--- config.mk ---
export PLATFORM = sky130hd
export DESIGN_NAME = ledwalk_sequencer
export DESIGN_NICKNAME = d
export VERILOG_FILES = /design/src/rtl/ledwalk_sequencer.sv
export SDC_FILE = /design/constraint.sdc
export NUM_CORES = 1
export LEC_CHECK = 0
export ABC_AREA = 1
export BUFFER_PORTS_ARGS = -buffer_cell sky130_fd_sc_hd__buf_4
export CORE_ASPECT_RATIO = 0.8
export CORE_MARGIN = 3
export CORE_UTILIZATION = 25
export DETAILED_ROUTE_END_ITERATION = 12
export GPL_ROUTABILITY_DRIVEN = 0
export GPL_TIMING_DRIVEN = 0
export PLACE_DENSITY = 0.41
export SYNTH_ARGS = -nofsm -noshare
export SYNTH_HDL_FRONTEND = slang
export SYNTH_SLANG_ARGS = --single-unit
--- constraint.sdc ---
create_clock -name i_clk -period 6.17 [get_ports i_clk]
set_clock_uncertainty 0.2 [all_clocks]
set_input_delay 0.617 -clock i_clk [delete_from_list [all_inputs] [get_ports i_clk]]
set_output_delay 0.617 -clock i_clk [all_outputs]
set_load 0.05 [all_outputs]
--- src/rtl/ledwalk_sequencer.sv ---
// ledwalk_sequencer: on request, walks a single lit LED up and down the strip
// for a latched number of sweeps. A prescaler sets the step rate. The block
// reports busy and done, and it can be aborted.
module ledwalk_sequencer #(
    parameter int NLEDS = 8,
    parameter int CW    = 24,
    parameter int IW    = 4
) (
    input  logic             i_clk,
    input  logic             i_reset,
    input  logic             i_start,
    input  logic             i_abort,
    input  logic [CW-1:0]    i_div,
    input  logic [3:0]       i_passes,
    output logic             o_busy,
    output logic             o_done,
    output logic [NLEDS-1:0] o_led,
    output logic [IW-1:0]    o_index
);

    typedef enum logic [1:0] {
        IDLE = 2'd0,
        UP   = 2'd1,
        DOWN = 2'd2
    } state_t;

    localparam logic [IW-1:0]    LAST_IDX = IW'(NLEDS - 1);
    localparam logic [IW-1:0]    IDX_ONE  = IW'(1);
    localparam logic [CW-1:0]    DIV_ONE  = CW'(1);
    localparam logic [3:0]       PASS_ONE = 4'd1;
    localparam logic [NLEDS-1:0] LED0     = NLEDS'(1);

    state_t             state, state_next;
    logic [CW-1:0]      prescale, prescale_next;
    logic [CW-1:0]      div_eff, div_eff_next;
    logic [3:0]         passes_left, passes_left_next;
    logic [IW-1:0]      index, index_next;
    logic [NLEDS-1:0]   led, led_next;
    logic               busy, busy_next;
    logic               done, done_next;

    logic               step;
    logic [IW-1:0]      index_up;
    logic [IW-1:0]      index_down;
    logic [3:0]         passes_dec;
    logic [CW-1:0]      start_div;
    logic [3:0]         start_passes;

    // Step strobe fires on prescaler underflow. The walk helpers and the
    // zero-clamped start configuration are also computed here.
    always_comb begin
        step         = (prescale == '0);
        index_up     = index + IDX_ONE;
        index_down   = index - IDX_ONE;
        passes_dec   = passes_left - PASS_ONE;
        start_div    = (i_div == '0) ? DIV_ONE : i_div;
        start_passes = (i_passes == '0) ? PASS_ONE : i_passes;
    end

    // Next-state, prescaler and output logic. Abort outranks a step.
    always_comb begin
        state_next       = state;
        prescale_next    = prescale;
        div_eff_next     = div_eff;
        passes_left_next = passes_left;
        index_next       = index;
        busy_next        = busy;
        done_next        = 1'b0;

        case (state)
            IDLE: begin
                if (i_start && !i_abort) begin
                    div_eff_next     = start_div;
                    passes_left_next = start_passes;
                    prescale_next    = start_div - DIV_ONE;
                    index_next       = '0;
                    busy_next        = 1'b1;
                    state_next       = UP;
                end
            end

            UP, DOWN: begin
                if (i_abort) begin
                    state_next    = IDLE;
                    busy_next     = 1'b0;
                    index_next    = '0;
                    prescale_next = '0;
                end else if (step) begin
                    prescale_next = div_eff - DIV_ONE;
                    if (state == UP) begin
                        index_next = index_up;
                        if (index_up == LAST_IDX) begin
                            state_next = DOWN;
                        end
                    end else begin
                        index_next = index_down;
                        if (index_down == '0) begin
                            passes_left_next = passes_dec;
                            if (passes_dec == '0) begin
                                state_next = IDLE;
                                busy_next  = 1'b0;
                                done_next  = 1'b1;
                            end else begin
                                state_next = UP;
                            end
                        end
                    end
                end else begin
                    prescale_next = prescale - DIV_ONE;
                end
            end

            default: begin
                state_next    = IDLE;
                busy_next     = 1'b0;
                index_next    = '0;
                prescale_next = '0;
            end
        endcase

        led_next = LED0 << index_next;
    end

    // State register. Reset is asynchronous and returns every register to its idle value.
    always_ff @(posedge i_clk or posedge i_reset) begin
        if (i_reset) begin
            state       <= IDLE;
            prescale    <= '0;
            div_eff     <= DIV_ONE;
            passes_left <= '0;
            index       <= '0;
            led         <= LED0;
            busy        <= 1'b0;
            done        <= 1'b0;
        end else begin
            state       <= state_next;
            prescale    <= prescale_next;
            div_eff     <= div_eff_next;
            passes_left <= passes_left_next;
            index       <= index_next;
            led         <= led_next;
            busy        <= busy_next;
            done        <= done_next;
        end
    end

    assign o_busy  = busy;
    assign o_done  = done;
    assign o_led   = led;
    assign o_index = index;

endmodule

==> impl_summary.txt <==
----------------------------------------------------
[Global routing]
  Overflow left after global routing ... 0
  Number of global-route vias before repair ... between 4000 and 5000
  Total GRT Usage ... 0.161
  Largest net degree at the start of global routing ... 66
  Initial antenna violation count ... 1
  First-pass GRT wire length ... about 27000 um

[Pwr]
  VDD IR max ... about 140 uV
  Net switching component of the power ... between 1 and 1.5 mW
  Static Leak ... 2.90 nW
  Switching part of the total ... 0.476
  Portion of total power attributed to sequential cells ... 0.267
  Clock share of power ... 0.216
  Comb pwr share ... 0.517
  Internal ... roughly 1.4 mW
  Power density cells ... between 400 and 500 nW/um^2

[Die]
  Effective utilization at floorplan ... 0.257
  Ports ... 46
  Area of the die ... about 21000 um^2
  Site row count ... 45
  Die Y ... approximately 130 um
  Horiz. Die Dim ... between 150 and 200 um
  CORE AREA ... 19100 um^2

[Worst setup path]
  Largest fanout of any net on the critical path ... 7
  Element type at the critical path start ... input pin
  Worst path required time ... 6200 ps
  Endpoint kind of the worst setup timing path ... flip-flop
  Crit Path Category ... input pin to flip-flop
  Critical path arrival ... 3260 ps
  Worst R2R Setup Slack ... a little under 3000 ps

[Synthesis]
  Top flip-flop cell by instance count after synthesis ... sky130_fd_sc_hd__dfrtp_1
  Post-Syn Area per Cell ... 6.52 um^2
  Net count after synthesis ... 797
  Sequential fraction of the synthesis area ... 0.346
  Count of flip-flops with a built-in enable after synthesis ... 0
  Number of synthesis warnings ... 0
  Synth Cell Area ... about 5000 um^2
  Library cells used by synthesis ... 42
  Total of flip-flops plus latches after synthesis ... 68
  Gate Count Post-Synth ... roughly 750
  Async set or reset register ratio after synthesis ... 1.00

[Placement]
  Buffers added on ports ... 45
  Detail Placement HPWL ... ~13000 um
  Cell Count Post-Placement ... 1058

[Route]
  Total Routed Length ... roughly 17000 um
  Routed vias ... ~4800
  Post-detailed-route via-to-cell ratio ... between 4 and 5
  Number of detailed-route iterations in the first pass ... 5
  DRC errors left ... 0
  Wirelength per Cell ... 15.4 um
  First DRT Iteration DRCs ... 369
  Remaining antenna violation count ... 0

[Clocking]
  CTS tree ... built
  Post_cts resized ... 0
  Clock network latency to the later pin of the worst-skew pair ... approximately 340 ps
  Clock buffer depth ... 2
  Clk sinks ... 68
  Clock tree root driver cell ... sky130_fd_sc_hd__clkbuf_16
  Clock edge transition at the registers on the reported setup and hold paths ... roughly 60 ps
  Number of buffers created by CTS ... 9
  H-tree depth ... 3

[Layout]
  Most common library cell in the layout ignoring fill and taps ... sky130_fd_sc_hd__nand2_1
  Top library cells by usage in the layout, fill and taps aside ... sky130_fd_sc_hd__nand2_1 (209), sky130_fd_sc_hd__inv_1 (105), sky130_fd_sc_hd__nor2_1 (85)
  Antenna diode count ... 0
  Fraction of final layout cells sized beyond drive strength 1 ... 0.135
  Area grow syn2layout ... 21.1%
  Net total in the final layout ... ~860
  Number of non-filler instances in the completed layout ... roughly 1100

[Timing]
  Shortest clock period the worst path allows after layout ... ~3200 ps
  Number of failing setup endpoints in the final timing report ... 0
  Worst slew pin tran ... 764 ps
  Setup TNS ... 0 ps
  Post-route fraction of the period consumed by the critical path ... 0.524
  Setup repair after global routing missed its margin ... no
  Highest achievable clock rate ... slightly above 0.3 GHz
  Final hold violation count ... 0
  Worst rel slew slack ... 0.490
  Final slew viol count ... 0

[Min path]
  Tightest Hold Check Type ... flip-flop to flip-flop

[Status]
  Result of the run ... complete, no violations

[Flow run]
  Number of max-capacitance violations reported ... 0

----------------------------------------------------
cell families after synthesis:
kind of cell	count (synthesis)	synth area share
simple gates	415	0.370
buf+inv	133	0.108
compound gates	117	0.129
flops	68	0.346
fa+ha+maj	11	0.0280
xor+xnor	9	0.0160
mux	1	0.00229
worst max-delay path, stage by stage:
cell and delay, ps:
sky130_fd_sc_hd__buf_4 140, sky130_fd_sc_hd__nor2_1 140, sky130_fd_sc_hd__nand2_1 90, sky130_fd_sc_hd__nor4_1 320, sky130_fd_sc_hd__nand3_1 140, sky130_fd_sc_hd__nand2_1 200, sky130_fd_sc_hd__inv_1 180, sky130_fd_sc_hd__ha_1 280
sky130_fd_sc_hd__nand3_1 190, sky130_fd_sc_hd__nor3_1 100, sky130_fd_sc_hd__inv_1 130, sky130_fd_sc_hd__nor2_1 70, sky130_fd_sc_hd__o21ai_0 410, sky130_fd_sc_hd__o21ai_1 110, sky130_fd_sc_hd__nand2_1 90, sky130_fd_sc_hd__nand2_1 50
cell type report:
class                      instances  area, um^2
buffer                            20         109
clock buffer                      13         270
clock inverter                     3        67.6
fill                            2160       13200
inverter                         113         427
multi-input combinational        553        2680
sequential                        68        1700
tap                              258         323
timing repair buffer              47         375
metal layers:
layer,vias up,share of wire,GRT usage
li1,2521,-,-
met1,2183,0.55,0.261
met2,121,0.38,0.212
met3,17,0.052,0.0347
met4,2,0.012,0.0357
met5,-,0.00067,0
sequential cells by signal (all words and copies together), names as in the netlist:
register	count
o_index	4
div_eff	24
state	2
o_busy	1
prescale	24
o_led	8
passes_left	4
o_done	1
cells in the mapped netlist (all sizes together), types with 3 or more instances:
master,count,area [um^2]
nand3,61,318
nand4,17,113
nor3,8,40.0
o21ai,83,415
inv,112,420
nand2,220,853
ha,11,138
buf,9,67.6
or2,3,18.8
xnor2,4,35.0
xor2,5,43.8
dfrtp,66,1650
a21oi,16,80.1
o21bai,6,48.8
nor2,100,438
o22ai,3,18.8
nor4,5,31.3
clkbuf,11,41.3
power by group through the flow:
stage	registers (mW)	logic (mW)	clock network (mW)
2_1_floorplan	0.712	0.991	0
3_3_place_gp	0.735	1.43	0
3_5_place_dp	0.735	1.41	0
4_1_cts	0.730	1.41	0.606
5_1_grt	0.757	1.62	0.623
6_report	0.731	1.41	0.590
per-stage QoR:
step,hold WS [ps],util,total power [mW],cell area (um^2),worst slack (ps)
2_1_floorplan,253,-,1.70,4920,3450
3_3_place_gp,269,0.291,2.16,5580,2490
3_5_place_dp,274,0.293,2.14,5610,2550
4_1_cts,290,0.311,2.75,5960,2870
5_1_grt,323,0.311,3.00,5960,2630
6_report,284,0.311,2.73,5960,2940
worst paths after layout:
kind                                   startpoint                        to  cells after the start
min in group asynchronous                 i_reset    div_eff[1]$_DFFE_PP0P_                      3
min reg2reg                div_eff[5]$_DFFE_PP0P_    div_eff[5]$_DFFE_PP0P_                      2
max reg2reg                  state[1]$_DFFE_PP0P_        o_led[2]$_DFF_PP0_                     12
min                        div_eff[5]$_DFFE_PP0P_    div_eff[5]$_DFFE_PP0P_                      2
max in group asynchronous                 i_reset        o_led[0]$_DFF_PP1_                      4
max                                     i_div[16]  prescale[16]$_DFFE_PP0N_                     16
repair_timing:
item | in CTS | in global routing
setup buffers | 0 | 0
hold buffers | 1 | 0
endpoints found under the hold margin | 2 | 0
No activity file was read; power rests on OpenSTA's default activity.
